`src/rtl/instr_queue_pkg.sv`:
```
// Constants and entry type shared between the instruction queue and decode
// (decode uses NOP_INSTR for bubble insertion).
package instr_queue_pkg;

  localparam int IQ_DEPTH = 4;
  localparam int IQ_IW    = 32;
  localparam int IQ_PW    = 32;

  // addi x0, x0, 0
  localparam logic [IQ_IW-1:0] NOP_INSTR = 32'h0000_0013;

  typedef struct packed {
    logic [IQ_PW-1:0] pc;
    logic [IQ_IW-1:0] instr;
  } iq_entry_t;

endpackage

```
`src/rtl/instr_queue_if.sv`:
```
// Fetch-side and decode-side handshake bundle of the instruction queue.
// slave = the queue itself, master = the fetch/decode environment.
interface instr_queue_if #(
  parameter int DEPTH = instr_queue_pkg::IQ_DEPTH,
  parameter int IW    = instr_queue_pkg::IQ_IW,
  parameter int PW    = instr_queue_pkg::IQ_PW
);

  logic                       fe_valid;
  logic [IW-1:0]              fe_instr;
  logic [PW-1:0]              fe_pc;
  logic                       flush;
  logic                       fe_ready;
  logic                       dec_ready;
  logic                       dec_valid;
  logic [IW-1:0]              dec_instr;
  logic [PW-1:0]              dec_pc;
  logic [$clog2(DEPTH):0]     occupancy;

  modport master (
    output fe_valid, fe_instr, fe_pc, flush, dec_ready,
    input  fe_ready, dec_valid, dec_instr, dec_pc, occupancy
  );

  modport slave (
    input  fe_valid, fe_instr, fe_pc, flush, dec_ready,
    output fe_ready, dec_valid, dec_instr, dec_pc, occupancy
  );

endinterface

```
`src/rtl/instr_queue.sv`:
```
// First-word-fall-through instruction buffer between fetch and decode.
// Circular flop array with separate count; flush squashes everything in one cycle.
module instr_queue #(
  parameter int DEPTH = instr_queue_pkg::IQ_DEPTH,
  parameter int IW    = instr_queue_pkg::IQ_IW,
  parameter int PW    = instr_queue_pkg::IQ_PW
) (
  input  logic           clk,
  input  logic           rst,
  instr_queue_if.slave   bus
);

  import instr_queue_pkg::*;

  localparam int AW = $clog2(DEPTH);
  localparam int CW = AW + 1;

  iq_entry_t       mem [DEPTH];
  logic [AW-1:0]   wr_ptr;
  logic [AW-1:0]   rd_ptr;
  logic [CW-1:0]   count;

  logic            full;
  logic            empty;
  logic            fe_ready;
  logic            dec_valid;
  logic            push;
  logic            pop;
  logic [IW-1:0]   head_instr;
  logic [PW-1:0]   head_pc;

  assign full      = (count == CW'(DEPTH));
  assign empty     = (count == '0);

  // A same-cycle pop frees the slot, so a full queue still accepts when decode drains.
  assign fe_ready  = ~full | bus.dec_ready;
  assign dec_valid = ~empty;

  assign push = bus.fe_valid & fe_ready  & ~bus.flush;
  assign pop  = dec_valid    & bus.dec_ready & ~bus.flush;

  always_ff @(posedge clk) begin
    if (rst || bus.flush) begin
      wr_ptr <= '0;
      rd_ptr <= '0;
      count  <= '0;
    end else begin
      if (push) wr_ptr <= wr_ptr + 1'b1;
      if (pop)  rd_ptr <= rd_ptr + 1'b1;
      case ({push, pop})
        2'b10:   count <= count + 1'b1;
        2'b01:   count <= count - 1'b1;
        default: count <= count;
      endcase
    end
  end

  // Storage is not reset; stale slots are never visible because dec_valid gates the outputs.
  always_ff @(posedge clk) begin
    if (push && !rst) begin
      mem[wr_ptr] <= '{pc: bus.fe_pc, instr: bus.fe_instr};
    end
  end

  assign head_instr = mem[rd_ptr].instr;
  assign head_pc    = mem[rd_ptr].pc;

  assign bus.fe_ready  = fe_ready;
  assign bus.dec_valid = dec_valid;
  assign bus.dec_instr = dec_valid ? head_instr : NOP_INSTR;
  assign bus.dec_pc    = dec_valid ? head_pc    : '0;
  assign bus.occupancy = count;

endmodule

```
`src/flat_wrapper.sv`:
```
// flat-port wrapper written by rule: the top's interface ports become plain ports
module instr_queue_flat import instr_queue_pkg::*;
#(
  parameter int DEPTH = instr_queue_pkg::IQ_DEPTH,
  parameter int IW    = instr_queue_pkg::IQ_IW,
  parameter int PW    = instr_queue_pkg::IQ_PW
)
  (clk, rst, bus_fe_valid, bus_fe_instr, bus_fe_pc, bus_flush, bus_dec_ready, bus_fe_ready, bus_dec_valid, bus_dec_instr, bus_dec_pc, bus_occupancy);
  instr_queue_if #(.DEPTH(DEPTH), .IW(IW), .PW(PW)) bus_i ();
  input  logic clk;
  input  logic rst;
  input wire logic [$bits(bus_i.fe_valid)-1:0] bus_fe_valid;
  input wire logic [$bits(bus_i.fe_instr)-1:0] bus_fe_instr;
  input wire logic [$bits(bus_i.fe_pc)-1:0] bus_fe_pc;
  input wire logic [$bits(bus_i.flush)-1:0] bus_flush;
  input wire logic [$bits(bus_i.dec_ready)-1:0] bus_dec_ready;
  output wire logic [$bits(bus_i.fe_ready)-1:0] bus_fe_ready;
  output wire logic [$bits(bus_i.dec_valid)-1:0] bus_dec_valid;
  output wire logic [$bits(bus_i.dec_instr)-1:0] bus_dec_instr;
  output wire logic [$bits(bus_i.dec_pc)-1:0] bus_dec_pc;
  output wire logic [$bits(bus_i.occupancy)-1:0] bus_occupancy;
  assign bus_i.fe_valid = bus_fe_valid;
  assign bus_i.fe_instr = bus_fe_instr;
  assign bus_i.fe_pc = bus_fe_pc;
  assign bus_i.flush = bus_flush;
  assign bus_i.dec_ready = bus_dec_ready;
  assign bus_fe_ready = bus_i.fe_ready;
  assign bus_dec_valid = bus_i.dec_valid;
  assign bus_dec_instr = bus_i.dec_instr;
  assign bus_dec_pc = bus_i.dec_pc;
  assign bus_occupancy = bus_i.occupancy;
  instr_queue #(.DEPTH(DEPTH), .IW(IW), .PW(PW)) u_core (.clk(clk), .rst(rst), .bus(bus_i));
endmodule
```
`config.mk`:
```
export PLATFORM = sky130hd
export DESIGN_NAME = instr_queue_flat
export DESIGN_NICKNAME = d
export VERILOG_FILES = /design/src/rtl/instr_queue_pkg.sv /design/src/rtl/instr_queue_if.sv /design/src/rtl/instr_queue.sv /design/src/flat_wrapper.sv
export SDC_FILE = /design/constraint.sdc
export NUM_CORES = 1
export LEC_CHECK = 0
export CORE_AREA = 2 2 177 136
export CTS_CLUSTER_DIAMETER = 30
export CTS_CLUSTER_SIZE = 20
export DETAILED_ROUTE_END_ITERATION = 6
export DIE_AREA = 0 0 179 138
export PLACE_DENSITY = 0.67
export SLEW_MARGIN = 20
export SYNTH_ARGS = -nofsm -noshare
export SYNTH_HDL_FRONTEND = slang
export SYNTH_SLANG_ARGS = --single-unit
export TNS_END_PERCENT = 30
```
`constraint.sdc`:
```
create_clock -name clk -period 3.5 [get_ports clk]
set_input_delay 0.875 -clock clk [delete_from_list [all_inputs] [get_ports clk]]
set_output_delay 0.875 -clock clk [all_outputs]
set_load 0.01 [all_outputs]
```
==> flow_summary_export.csv <==
group,metric,value,unit
outcome,status,"complete, no violations",
cts,worst_skew_pair.late_latency,0.52,ns
global_routing,grt.overflow.total,0,
cts,holdBufCountCts,0,
timing,setup_tns,0,ns
critical_path,path_max_fanout,9,
critical_path,crit_path_top_delay_cell,"mux4_2",
floorplanning,dieArea,24700,sq um
synth,synth_edf_count,256,
floorplanning,io_pins,138,
cts,cts_tree,"yes",
synth,syn_inst,459,
critical_path,path_delay_family,"buffers and inverters",
synth,muxShareOfSynthArea,0.142,
critical_path,r2r-start,"u_core.bus.occupancy[0]",
synth,synth_top_family_by_area,"multiplexers",
timing,fin_crit,3.31,ns
cts,clock-root-buffer,"clkbuf_16",
critical_path,r2r_setup_slack,0.96,ns
timing,drv_slew,0,
placement,hpwlAfterDp,10600,um
critical_path,crit_path_start_kind,"flop",
synth,synth_area_leaders,"edfxtp_1 76%, mux4_2 14%, and2_1 3.8%",
synth,synthSimpleGateAreaFrac,0.0517,
power_and_ir_drop,power.leakage,4.19,nW
routing,ant_nets,0,
floorplanning,die_w,179,um
critical_path,path_cells,"buf_4 > mux4_2 > or2_1 > clkdlybuf4s50_1",
timing,setup_slack,0.190,ns
power_and_ir_drop,switching_share,0.200,
synth,ys_seq_area_frac,0.776,
synth,syn_nets,534,
cts,cts_buffer_depth,3,
critical_path,path_class,"flop to primary output",
synth,syn_avg_cell_area,22.1,sq um
timing,fmax,302,MHz
timing,hold_viol_final,0,
power_and_ir_drop,p_clk_frac,0.499,
finish,antenna_cells,0,
critical_path,reg2reg_depth,9,
critical_path,arrival,2.43,ns
finish,nets,701,
cts,clkSlewWorstSetupHoldPaths,0.05,ns
floorplanning,die_y,138,um
synth,ys.warnings.count,0,
finish,postLayoutCoreUtil,0.569,
synth,synth_compound_area_frac,0.00494,
synth,yosysTopAreaCell,"edfxtp_1",
global_routing,grt_pass1_wl,30000,um
critical_path,regToRegEndpoint,"u_core.bus.occupancy[2]",
synth,ys.flop_type,"edfxtp_1",
timing,finClkSkew,0.00993,ns
finish,syn_to_final_growth,30.4,%
placement,pre_cts_ws,0.0614,ns
timing,setup_violations,0,
global_routing,grt_pass1_vias,5405,
synth,synth_top_area_frac,0.758,
timing,period_share,0.946,
power_and_ir_drop,comb_power_share,0.036,
critical_path,crit_buf_inv,2,
worst_hold_path,holdPathStages,2,
synth,synthDistinctLibCells,27,
routing,drc,0,
power_and_ir_drop,powerDensity,575,nW/um^2
synth,async_flop_share,0,
power_and_ir_drop,p_int,6.08,mW
floorplanning,core_area,23200,sq um
critical_path,required,2.62,ns
timing,worst_pin_slew,1.06,ns
floorplanning,start_util,0.436,
global_routing,grt_start_max_net_pins,65,
placement,gp_congestion,0.716,
routing,wire_per_inst,20.2,um
job,maxCapViolCount,0,
global_routing,antenna_found_initial,0,
cts,clock_sinks,265,
critical_path,crit_path_max_incr_delay,0.51,ns
global_routing,grt_usage,0.159,
placement,port_buffers,137,
worst_hold_path,hold_start,"u_core.rd_ptr[1]",
routing,vias,5021,
synth,synth_xor_area_frac,0.00259,
critical_path,end_kind,"primary output",
routing,drt-total-wl,19500,um
routing,drt_pass1_iterations,4,
finish,layout_common_cells,"256 x edfxtp_1, 137 x clkdlybuf4s50_1, 64 x mux4_2, 61 x and2_1, 43 x clkbuf_16",
cts,numCtsBuffers,42,
timing,rsz0062_at_grt,"no",
power_and_ir_drop,power.switching,1.52,mW
synth,syn-cell-area,10100,sq um
routing,viasPerCell,5.20,
floorplanning,num_rows,49,
power_and_ir_drop,power_frac_seq,0.464,
synth,synth_seq_cells,265,
synth,synth_adder_area_share,0.00814,
power_and_ir_drop,ir_drop,0.498,mV
finish,final_common_cell,"edfxtp_1",
finish,layout-drive-gt1-share,0.219,
cts,htree_levels,2,
timing,maxSlewHeadroom,0.293,
worst_hold_path,hold_class,"flop to flop",
routing,drtIter0Drc,349,
[synthesized netlist by cell type, types with 3 or more instances]
library cell / number
buf_6: 6
or2_1: 3
and2_1: 61
and3_1: 4
dfxtp_1: 9
edfxtp_1: 256
xor2_1: 3
inv_1: 6
a21oi_1: 3
mux4_2: 64
clkbuf_1: 13
ha_1: 5
nor2_1: 7
[flip-flops by register name, indices dropped and copies added (netlist names), named ones only]
signal	count
u_core.rd_ptr	2
u_core.mem	256
u_core.bus.occupancy	3
u_core.wr_ptr	2
[per-stage QoR]
stage	hold slack (ns)	total power [mW]	area, sq um	std cells
2_1_floorplan	0.459	3.69	10100	459
3_3_place_gp	0.461	3.85	11900	886
3_5_place_dp	0.480	3.87	11900	886
4_1_cts	0.488	7.68	13200	965
5_1_grt	0.517	7.85	13200	965
6_report	0.505	7.60	13200	965
[worst max path at each step]
stage	start	endpoint	slack (ns)	cells after the start
6_report	flop	bus_dec_instr[4]	0.19	4
5_1_grt	u_core.bus.occupancy[0]	bus_dec_pc[23]	0.1	4
4_1_cts	flop	bus_dec_pc[11]	0.14	4
3_5_place_dp	bus_dec_ready	u_core.bus.occupancy[2]	0.06	10
3_3_place_gp	bus_dec_ready	u_core.bus.occupancy[2]	0.13	10
2_1_floorplan	bus_dec_ready	u_core.mem[0][0]	0.34	3
[routing by layer]
| metal | vias to the layer above | global-route usage | share of wire |
|---|---|---|---|
| li1 | 2214 | - | - |
| met1 | 2600 | 0.220 | 0.44 |
| met2 | 170 | 0.250 | 0.47 |
| met3 | 37 | 0.0473 | 0.077 |
| met4 | 0 | 0.0372 | 0.016 |
| met5 | - | 0 | 0 |
[area by class of cell]
type,instances,area (sq um)
multi-input cells,167,2140
inverters,6,25.0
well taps,306,383
flip-flops and latches,265,7880
clock inverters,29,240
clock buffers,48,1090
repair buffers,144,1460
fillers,1717,10000
[timing repair]
item | 4_1_cts | 5_1_grt
setup endpoints to repair | 62 | 0
setup buffers | 2 | 0
endpoints found under the hold margin | 0 | 0
gates resized for setup | 1 | 0
[power by group through the flow]
stage               combinational [mW]  clock, mW  sequential, mW
floorplan                       0.0982          0            3.59
global placement                 0.269          0            3.59
detailed placement               0.278          0            3.59
CTS                              0.282       3.88            3.53
global route                     0.300       4.03            3.53
finish                           0.277       3.79            3.53
[worst register-to-register path, cell delays in order (launching register included)]
cell and delay, ns:
dfxtp_1 0.36, or4b_4 0.58, and2_4 0.21, nand2b_1 0.08
ha_1 0.19, inv_1 0.07, fa_1 0.37, xor2_1 0.17
or3_1 0.31, a21oi_1 0.14
[logic make-up (layout without fill, tap and decap cells)]
kind of cell,after synthesis,count (layout)
xor+xnor,3,3
buf+inv,27,227
mux,64,64
flops,265,265
simple gates,86,86
fa+ha+maj,6,6
compound gates,8,8
Note: power is estimated with default switching activity, not from simulation.
